$ cat src/rtl/spi_rx_if.sv
// Bundle of the serial inputs and parallel results of spi_rx.
// The slave modport faces the receiver; the master modport faces the SPI source and consumer.
interface spi_rx_if #(
    parameter int unsigned DATA_W = 16,
    parameter int unsigned CNT_W  = 5
);
    logic              spi_cs_l;
    logic              spi_sclk;
    logic              spi_data;
    logic [DATA_W-1:0] data_out;
    logic              data_valid;
    logic              frame_err;
    logic              busy;
    logic [CNT_W-1:0]  counter;

    modport slave (
        input  spi_cs_l,
        input  spi_sclk,
        input  spi_data,
        output data_out,
        output data_valid,
        output frame_err,
        output busy,
        output counter
    );

    modport master (
        output spi_cs_l,
        output spi_sclk,
        output spi_data,
        input  data_out,
        input  data_valid,
        input  frame_err,
        input  busy,
        input  counter
    );
endinterface

$ cat src/rtl/spi_rx.sv
// Oversampling SPI slave receiver: synchronizes cs/sclk/data, recovers DATA_W-bit words, flags short frames.
// Optional macro SPI_RX_LSB_FIRST_EN reverses the shift direction (first received bit lands in data_out[0]).
module spi_rx #(
    parameter int unsigned DATA_W      = 16,
    parameter int unsigned SYNC_STAGES = 2,
    parameter int unsigned CNT_W       = 5
) (
    input  logic     clk,
    input  logic     rst,
    spi_rx_if.slave  bus
);

    localparam int unsigned ARM_W = $clog2(SYNC_STAGES + 1);

    if (SYNC_STAGES < 2) begin : g_bad_sync
        $error("spi_rx: SYNC_STAGES must be at least 2");
    end
    if ((2 ** CNT_W) <= DATA_W) begin : g_bad_cnt
        $error("spi_rx: CNT_W too narrow to hold DATA_W");
    end

    typedef enum logic [1:0] {
        S_ARM     = 2'd0,
        S_IDLE    = 2'd1,
        S_RECV    = 2'd2,
        S_WAIT_CS = 2'd3
    } state_t;

    state_t r_state;
    state_t w_state_nxt;

    logic [SYNC_STAGES-1:0] r_cs_sync;
    logic [SYNC_STAGES-1:0] r_sclk_sync;
    logic [SYNC_STAGES-1:0] r_data_sync;
    logic                   r_cs_hist;
    logic                   r_sclk_hist;

    logic [DATA_W-1:0] r_shift;
    logic [CNT_W-1:0]  r_cnt;
    logic [DATA_W-1:0] r_data_out;
    logic              r_valid;
    logic              r_err;
    logic              r_busy;
    logic [ARM_W-1:0]  r_arm_cnt;

    logic [DATA_W-1:0] w_shift;
    logic [DATA_W-1:0] w_shift_in;
    logic [CNT_W-1:0]  w_cnt;
    logic [DATA_W-1:0] w_data_out;
    logic              w_valid;
    logic              w_err;
    logic              w_busy;
    logic [ARM_W-1:0]  w_arm_cnt;

    logic w_cs;
    logic w_sclk;
    logic w_data;
    logic w_sclk_rise;
    logic w_cs_rise;
    logic w_cs_fall;
    logic w_last_bit;
    logic w_arm_done;

    assign w_cs   = r_cs_sync[SYNC_STAGES-1];
    assign w_sclk = r_sclk_sync[SYNC_STAGES-1];
    assign w_data = r_data_sync[SYNC_STAGES-1];

    assign w_sclk_rise = w_sclk & ~r_sclk_hist;
    assign w_cs_rise   = w_cs & ~r_cs_hist;
    assign w_cs_fall   = ~w_cs & r_cs_hist;
    assign w_last_bit  = w_sclk_rise && (r_cnt == CNT_W'(DATA_W - 1));

    // Synchronizers hold reset idle values for SYNC_STAGES cycles; ARM only trusts cs once real pin samples arrive.
    assign w_arm_done = (r_arm_cnt == ARM_W'(SYNC_STAGES));

`ifdef SPI_RX_LSB_FIRST_EN
    assign w_shift_in = {w_data, r_shift[DATA_W-1:1]};
`else
    assign w_shift_in = {r_shift[DATA_W-2:0], w_data};
`endif

    // Input synchronizers and edge history
    always_ff @(posedge clk) begin
        if (rst) begin
            r_cs_sync   <= '1;
            r_sclk_sync <= '0;
            r_data_sync <= '0;
            r_cs_hist   <= 1'b1;
            r_sclk_hist <= 1'b0;
        end else begin
            r_cs_sync   <= {r_cs_sync[SYNC_STAGES-2:0], bus.spi_cs_l};
            r_sclk_sync <= {r_sclk_sync[SYNC_STAGES-2:0], bus.spi_sclk};
            r_data_sync <= {r_data_sync[SYNC_STAGES-2:0], bus.spi_data};
            r_cs_hist   <= w_cs;
            r_sclk_hist <= w_sclk;
        end
    end

    // State register
    always_ff @(posedge clk) begin
        if (rst) begin
            r_state <= S_ARM;
        end else begin
            r_state <= w_state_nxt;
        end
    end

    // Next-state logic
    always_comb begin
        w_state_nxt = r_state;
        case (r_state)
            S_ARM: begin
                if (w_arm_done && w_cs) begin
                    w_state_nxt = S_IDLE;
                end
            end
            S_IDLE: begin
                if (w_cs_fall) begin
                    w_state_nxt = S_RECV;
                end
            end
            S_RECV: begin
                if (w_cs_rise) begin
                    w_state_nxt = S_IDLE;
                end else if (w_last_bit) begin
                    w_state_nxt = S_WAIT_CS;
                end
            end
            S_WAIT_CS: begin
                if (w_cs_rise) begin
                    w_state_nxt = S_IDLE;
                end
            end
            default: w_state_nxt = S_ARM;
        endcase
    end

    // Datapath and output next values
    always_comb begin
        w_shift    = r_shift;
        w_cnt      = r_cnt;
        w_data_out = r_data_out;
        w_valid    = 1'b0;
        w_err      = 1'b0;
        w_arm_cnt  = r_arm_cnt;
        w_busy     = (w_state_nxt == S_RECV) || (w_state_nxt == S_WAIT_CS);
        case (r_state)
            S_ARM: begin
                if (!w_arm_done) begin
                    w_arm_cnt = r_arm_cnt + ARM_W'(1);
                end
            end
            S_IDLE: begin
                if (w_cs_fall) begin
                    w_shift = '0;
                    w_cnt   = '0;
                end
            end
            S_RECV: begin
                if (w_sclk_rise) begin
                    w_shift = w_shift_in;
                    w_cnt   = r_cnt + CNT_W'(1);
                end
                if (w_last_bit) begin
                    w_data_out = w_shift_in;
                    w_valid    = 1'b1;
                end else if (w_cs_rise) begin
                    w_err = 1'b1;
                end
            end
            S_WAIT_CS: begin
                if (w_cs_rise) begin
                    w_cnt = '0;
                end
            end
            default: ;
        endcase
    end

    // Output and datapath registers
    always_ff @(posedge clk) begin
        if (rst) begin
            r_shift    <= '0;
            r_cnt      <= '0;
            r_data_out <= '0;
            r_valid    <= 1'b0;
            r_err      <= 1'b0;
            r_busy     <= 1'b0;
            r_arm_cnt  <= '0;
        end else begin
            r_shift    <= w_shift;
            r_cnt      <= w_cnt;
            r_data_out <= w_data_out;
            r_valid    <= w_valid;
            r_err      <= w_err;
            r_busy     <= w_busy;
            r_arm_cnt  <= w_arm_cnt;
        end
    end

    assign bus.data_out   = r_data_out;
    assign bus.data_valid = r_valid;
    assign bus.frame_err  = r_err;
    assign bus.busy       = r_busy;
    assign bus.counter    = r_cnt;

endmodule

$ cat src/flat_wrapper.sv
// flat-port wrapper written by rule: the top's interface ports become plain ports
module spi_rx_flat 
#(
    parameter int unsigned DATA_W      = 16,
    parameter int unsigned SYNC_STAGES = 2,
    parameter int unsigned CNT_W       = 5
)
  (clk, rst, bus_spi_cs_l, bus_spi_sclk, bus_spi_data, bus_data_out, bus_data_valid, bus_frame_err, bus_busy, bus_counter);
  spi_rx_if #(.DATA_W(DATA_W), .CNT_W(CNT_W)) bus_i ();
  input  logic clk;
  input  logic rst;
  input wire logic [$bits(bus_i.spi_cs_l)-1:0] bus_spi_cs_l;
  input wire logic [$bits(bus_i.spi_sclk)-1:0] bus_spi_sclk;
  input wire logic [$bits(bus_i.spi_data)-1:0] bus_spi_data;
  output wire logic [$bits(bus_i.data_out)-1:0] bus_data_out;
  output wire logic [$bits(bus_i.data_valid)-1:0] bus_data_valid;
  output wire logic [$bits(bus_i.frame_err)-1:0] bus_frame_err;
  output wire logic [$bits(bus_i.busy)-1:0] bus_busy;
  output wire logic [$bits(bus_i.counter)-1:0] bus_counter;
  assign bus_i.spi_cs_l = bus_spi_cs_l;
  assign bus_i.spi_sclk = bus_spi_sclk;
  assign bus_i.spi_data = bus_spi_data;
  assign bus_data_out = bus_i.data_out;
  assign bus_data_valid = bus_i.data_valid;
  assign bus_frame_err = bus_i.frame_err;
  assign bus_busy = bus_i.busy;
  assign bus_counter = bus_i.counter;
  spi_rx #(.DATA_W(DATA_W), .SYNC_STAGES(SYNC_STAGES), .CNT_W(CNT_W)) u_core (.clk(clk), .rst(rst), .bus(bus_i));
endmodule
$ cat config.mk
export PLATFORM = sky130hd
export DESIGN_NAME = spi_rx_flat
export DESIGN_NICKNAME = d
export VERILOG_FILES = /design/src/rtl/spi_rx_if.sv /design/src/rtl/spi_rx.sv /design/src/flat_wrapper.sv
export SDC_FILE = /design/constraint.sdc
export NUM_CORES = 1
export LEC_CHECK = 0
export BUFFER_PORTS_ARGS = -buffer_cell sky130_fd_sc_hd__buf_2
export CORE_MARGIN = 3
export CORE_UTILIZATION = 55
export DETAILED_ROUTE_END_ITERATION = 8
export PLACE_DENSITY = 0.82
export SLEW_MARGIN = 20
export SYNTH_ARGS = -nofsm -noshare
export SYNTH_HDL_FRONTEND = slang
export SYNTH_SLANG_ARGS = --single-unit
$ cat constraint.sdc
create_clock -name clk -period 2.3 [get_ports clk]
set_input_delay 0.69 -clock clk [delete_from_list [all_inputs] [get_ports clk]]
set_output_delay 0.69 -clock clk [all_outputs]
set_load 0.05 [all_outputs]
Yosys cells after proc, flatten, opt, wreduce, memory -nomap -nowiden

Cells that the tools add are included.

Flip-flop bits (word level): 51
Bits in latches: 0
RAM bits: 0
Memory bits (read-only): 0
Bits of input ports: 5
Output and inout bits: 24
Logic and storage cells: 60
Memories kept: 0

$add $sub $neg: 2
Multiply operators: 0
Div/mod/pow operators: 0
$lt $le $gt $ge: 0
Eq/ne operators: 10
Shift-type cells: 0
Muxes and demuxes: 15
Bitwise operators: 8
Reduce and logical (&&, ||, !) cells: 12

Operators by type and width:

| kind                | count |
|---|---|
| $mux 15             | 2 |
| $pmux 15 s2         | 1 |
| $mux 5              | 3 |
| $pmux 5 s3          | 1 |
| $eq 2x2->1 const B  | 5 |
| $mux 2              | 5 |
| $pmux 2 s4          | 1 |
| $ne 2x1->1 const B  | 3 |
| $add 5x1->5 const B | 1 |
| $eq 5x4->1 const B  | 1 |
| $not 1->1           | 5 |
| $reduce_and 2->1    | 2 |
| $reduce_and 4->1    | 1 |
| $and 1x1->1         | 3 |
| $reduce_and 3->1    | 1 |
| $reduce_bool 3->1   | 1 |
| $reduce_or 3->1     | 1 |
| $add 2x1->2 const B | 1 |
| $eq 2x1->1 const B  | 1 |
| $logic_and 1x1->1   | 2 |
| $logic_not 2->1     | 1 |
| $mux 1              | 2 |
| $reduce_bool 2->1   | 1 |
| $reduce_or 2->1     | 1 |
| $logic_or 1x1->1    | 1 |

Logic depth before layout (Yosys ltp)

Depth in word-level cells: 8
Gate-level depth with buffers: 8
Mapped depth without buffers: 7

Worst setup path after synthesis

OpenSTA, ideal clock, no wires.

Path kind: flip-flop to flip-flop
From: register u_core.r_cnt[0] (netlist: u_core.bus.counter[0])
To: register u_core.r_data_out[11] (netlist: u_core.bus.data_out[11])
Setup time: 0.071 ns
Arrival: 1.939 ns
Required time: 2.229 ns
Path slack: 0.291 ns
Cell stages (with the launch flop): 9
Path buffers: 1
Clock period less this slack: 2.009 ns
Cell sequence: dfxtp_1 > ha_1 > and3_1 > ha_1 > nand3b_1 > nor2_2 > buf_2 > nand2_1 > a21oi_1

Cells in the longest elaborated chain, start to end: 3

RTL lines:

| what                       | RTL line      | source |
|---|---|---|
| start, declared            | spi_rx.sv:39  | `logic [CNT_W-1:0] r_cnt;` |
| start signal, assigned     | spi_rx.sv:192 | `r_cnt <= w_cnt;` |
| $eq 5x4->1                 | spi_rx.sv:71  | `assign w_last_bit = w_sclk_rise && (r_cnt == CNT_W'(DATA_W - 1));` |
| $logic_and 1x1->1          | spi_rx.sv:71  |  |
| $reduce_and 2->1 (no line) | -             |  |
| end signal, assigned       | spi_rx.sv:193 | `r_data_out <= w_data_out;` |
| end, declared              | spi_rx.sv:40  | `logic [DATA_W-1:0] r_data_out;` |

No other way between the ends.
A chain may end at the register's enable or synchronous reset.

Worst setup path after layout

From: register u_core.r_busy (netlist: u_core.bus.busy)
To: output bus_busy

RTL lines:

| what                   | RTL line           | source |
|---|---|---|
| start, declared        | spi_rx.sv:43       | `logic r_busy;` |
| start signal, assigned | spi_rx.sv:196      | `r_busy <= w_busy;` |
| end, declared          | flat_wrapper.sv:18 | `output wire logic [$bits(bus_i.busy)-1:0] bus_busy;` |

No word-level cell between the ends.

==> results.py <==
metrics = {
    "synth": {
        "syn_avg_cell_area_um2": 8.91,
        "synth.distinct_cells": 36,
        "synth_seq_area_share": 0.528,
        "synthCells": 213,
        "synth_warnings": 0,
        "syn-num-nets": 221,
        "postSynthRegisterBits": 50,
        "mappedNetlistArea_um2": 1900,
    },
    "route": {
        "dr.pass1.iters": 4,
        "routed_via_density": 5.07,
        "wl_per_cell_um": 11.7,
        "detailedRoute.firstIterationViolations": 79,
        "wl_um": 3350,
        "remaining_drc_errors": 0,
        "postRouteAntennaNets": 0,
        "vias": 1451,
    },
    "worst_setup_path": {
        "worst_setup_path_start_kind": "flop",
        "path_buf_inv": 1,
        "critPathKind": "reg -> out",
        "worstSetupEndpointType": "output port",
        "worst-path-max-fanout": 10,
        "cpMaxStageDelayCell": "dfxtp_1",
        "critPathTopFamily": "flip-flops",
        "path_cells": "buf_2",
        "critPathMaxStageDelay_ns": 0.48,
        "critical_path_arrival_ns": 1.16,
        "worst_ep_required_time_ns": 1.61,
    },
    "layout": {
        "layout-area-overhead-vs-synth_pct": 12.0,
        "finalNetCount": 249,
        "final_core_util": 0.669,
        "finish.cell_count_without_fillers": 286,
        "most-common-layout-cells": "50 x dfxtp_1, 35 x nand2_1, 28 x buf_2",
        "layout.cells.most_common": "dfxtp_1",
        "filler_cell_count": 283,
        "fraction_of_final_layout_cells_with_drive_strength_greater_than_1": 0.202,
        "antenna_cells_inserted": 0,
    },
    "floorplan": {
        "die_w_um": 64.7,
        "design.core.area_um2": 3180,
        "die_span_y_um": 64.7,
        "io_pins": 29,
        "dieArea_um2": 4190,
        "start_util": 0.597,
        "fp-row-count": 20,
    },
    "power_and_ir_drop": {
        "netSwitchingPower_mw": 0.352,
        "pwr-share-seq": 0.630,
        "power.static_leakage_nw": 0.832,
        "ir_worst_vdd_uv": 545,
        "power.clock.fraction": 0.291,
        "netSwitchingFraction": 0.243,
        "combinationalPowerShare": 0.079,
        "internal_power_mw": 1.10,
        "powerDensity_nw_per_um2": 682,
    },
    "worst_hold_path": {
        "hold_class": "reg -> reg",
    },
    "cts": {
        "max-clock-path-buffers": 2,
        "tritoncts_clock_tree": "yes",
        "numClockSinks": 50,
        "clock_latency_ns": 0.37,
        "cts-hold-fix-buffers": 0,
        "post-cts-setup-buffers": 0,
        "cts-htree-levels": 2,
        "cts-buffers-inserted": 5,
        "cts-resized-gates": 0,
        "clk_pin_slew_worst_paths_ns": 0.13,
        "cts_root_buf": "clkbuf_4",
    },
    "sta": {
        "slew_violations": 0,
        "setup_viol": 0,
        "slew_headroom": 0.677,
        "worstMarginPinSlew_ns": 0.485,
        "fin_ws_ns": 0.452,
        "peak_freq_mhz": 541,
        "rsz0062_at_grt": "no",
        "finalWorstPathRequiredPeriod_ns": 1.85,
        "final.setup_skew_ns": 0.0142,
        "finalHoldViolations": 0,
        "fin_setup_tns_ns": 0,
        "final.period_utilization": 0.803,
    },
    "global_routing": {
        "grt.total_usage": 0.174,
        "grt_pass1_wl_um": 5740,
        "antenna_found_initial": 0,
        "grt_overflow": 0,
        "grt_pass1_vias": 1324,
        "pin_count_of_the_biggest_net_entering_global_routing": 29,
    },
    "run_status": {
        "run_status": "finished, final reports clean",
    },
    "job": {
        "maxCapViolCount": 0,
    },
    "place": {
        "detailed_place_hpwl_um": 2350,
        "dp.cells": 278,
        "dp_slack_ns": 0.651,
        "finalWeightedCongestion": 0.725,
        "place.port_buffers": 28,
    },
}
## power by group through the flow
| stage | registers [mW] | logic (mW) | clock network (mW) |
|---|---|---|---|
| after floorplan | 0.923 | 0.106 | 0 |
| after global placement | 0.931 | 0.111 | 0 |
| after detailed placement | 0.932 | 0.116 | 0 |
| after CTS | 0.914 | 0.116 | 0.437 |
| after global routing | 0.919 | 0.129 | 0.468 |
| final | 0.913 | 0.115 | 0.422 |
## synth_stat cells
library cell	n	area, µm²
a21boi_0	1	7.51
nand2_1	35	131
and4bb_2	1	12.5
nor2b_1	8	50.1
nand3_1	15	75.1
nand2b_1	13	81.3
buf_4	1	7.51
or2_1	1	6.26
nor3b_1	1	7.51
o41ai_1	1	8.76
a31oi_1	1	6.26
nand2_2	1	6.26
nor2_1	10	37.5
ha_1	3	37.5
o22ai_1	1	6.26
a21oi_1	21	105
inv_1	2	7.51
buf_1	1	3.75
and2_1	1	6.26
a211oi_1	1	7.51
xnor2_1	1	8.76
a41oi_1	1	8.76
dfxtp_1	50	1000
o21ai_0	14	70.1
a311oi_2	1	15.0
buf_6	3	33.8
or2b_1	2	15.0
nor4bb_1	1	10.0
clkbuf_1	4	15.0
and3_1	2	12.5
nor3_1	3	15.0
nor2_2	1	6.26
nand3b_1	2	15.0
buf_2	4	20.0
or2_2	3	18.8
mux2i_1	2	20.0
## cells by family (layout without fill, tap and decap cells)
logic type | count (synthesis) | after routing | synth area share
DFF | 50 | 50 | 0.528
and+or+nand+nor | 100 | 100 | 0.267
muxes | 2 | 2 | 0.0106
AOI/OAI and AO/OA | 42 | 42 | 0.124
adders and majority gates | 3 | 3 | 0.0198
buffers and inverters | 15 | 44 | 0.0462
xor gates and xnor gates | 1 | 1 | 0.00462
## path summary, 6_finish.rpt
check                                           from                                   end  slack, ns  depth (start not counted)
hold / removal        u_core.r_cs_sync[0]$_SDFF_PP1_        u_core.r_cs_sync[1]$_SDFF_PP1_       0.42                          1
setup reg to reg  u_core.bus.counter[0]$_SDFFE_PP0P_  u_core.bus.data_out[11]$_SDFFE_PP0P_       0.62                          8
setup / recovery          u_core.bus.busy$_SDFF_PP0_                              bus_busy       0.45                          1
hold reg to reg       u_core.r_cs_sync[0]$_SDFF_PP1_        u_core.r_cs_sync[1]$_SDFF_PP1_       0.42                          1
## flip-flops by register name, indices dropped and copies added (netlist names)
register,count
u_core.r_cs_sync,2
u_core.bus.data_valid,1
u_core.r_sclk_hist,1
u_core.bus.data_out,16
u_core.r_shift,15
u_core.bus.frame_err,1
u_core.r_state,1
u_core.r_data_sync,2
u_core.bus.busy,1
u_core.r_cs_hist,1
u_core.bus.counter,5
u_core.r_arm_cnt,2
u_core.r_sclk_sync,2
## layer usage
layer  wire, µm  vias up  global-route usage
li1           -      764                   -
met1       1660      652               0.213
met2       1520       28               0.289
met3        120        7              0.0468
met4         51        0              0.0712
met5          0        -                   0
## cell type report
cell class,count,area (µm²),share of cell area
sequential,50,1000,0.471
multi-input combinational,148,808,0.380
timing repair buffer,34,185,0.0872
tap,44,55.1,0.0259
clock buffer,6,51.3,0.0241
clock inverter,2,16.3,0.00766
inverter,2,7.51,0.00353
## per-stage QoR
stage | hold WS [ns] | area (µm²) | total power, mW
final | 0.424 | 2120 | 1.45
after global routing | 0.446 | 2120 | 1.52
after CTS | 0.426 | 2120 | 1.47
after detailed placement | 0.395 | 2060 | 1.05
after global placement | 0.395 | 2060 | 1.04
after floorplan | 0.389 | 1900 | 1.03
## worst register-to-register path, stage by stage (launching register included)
cell and delay [ns]:
dfxtp_1 0.43, ha_1 0.23, and3_1 0.17, ha_1 0.17, nand3b_1 0.11, nor2_2 0.11
buf_4 0.20, nand2_1 0.08, a21oi_1 0.11
(Power assumes the default switching activity.)
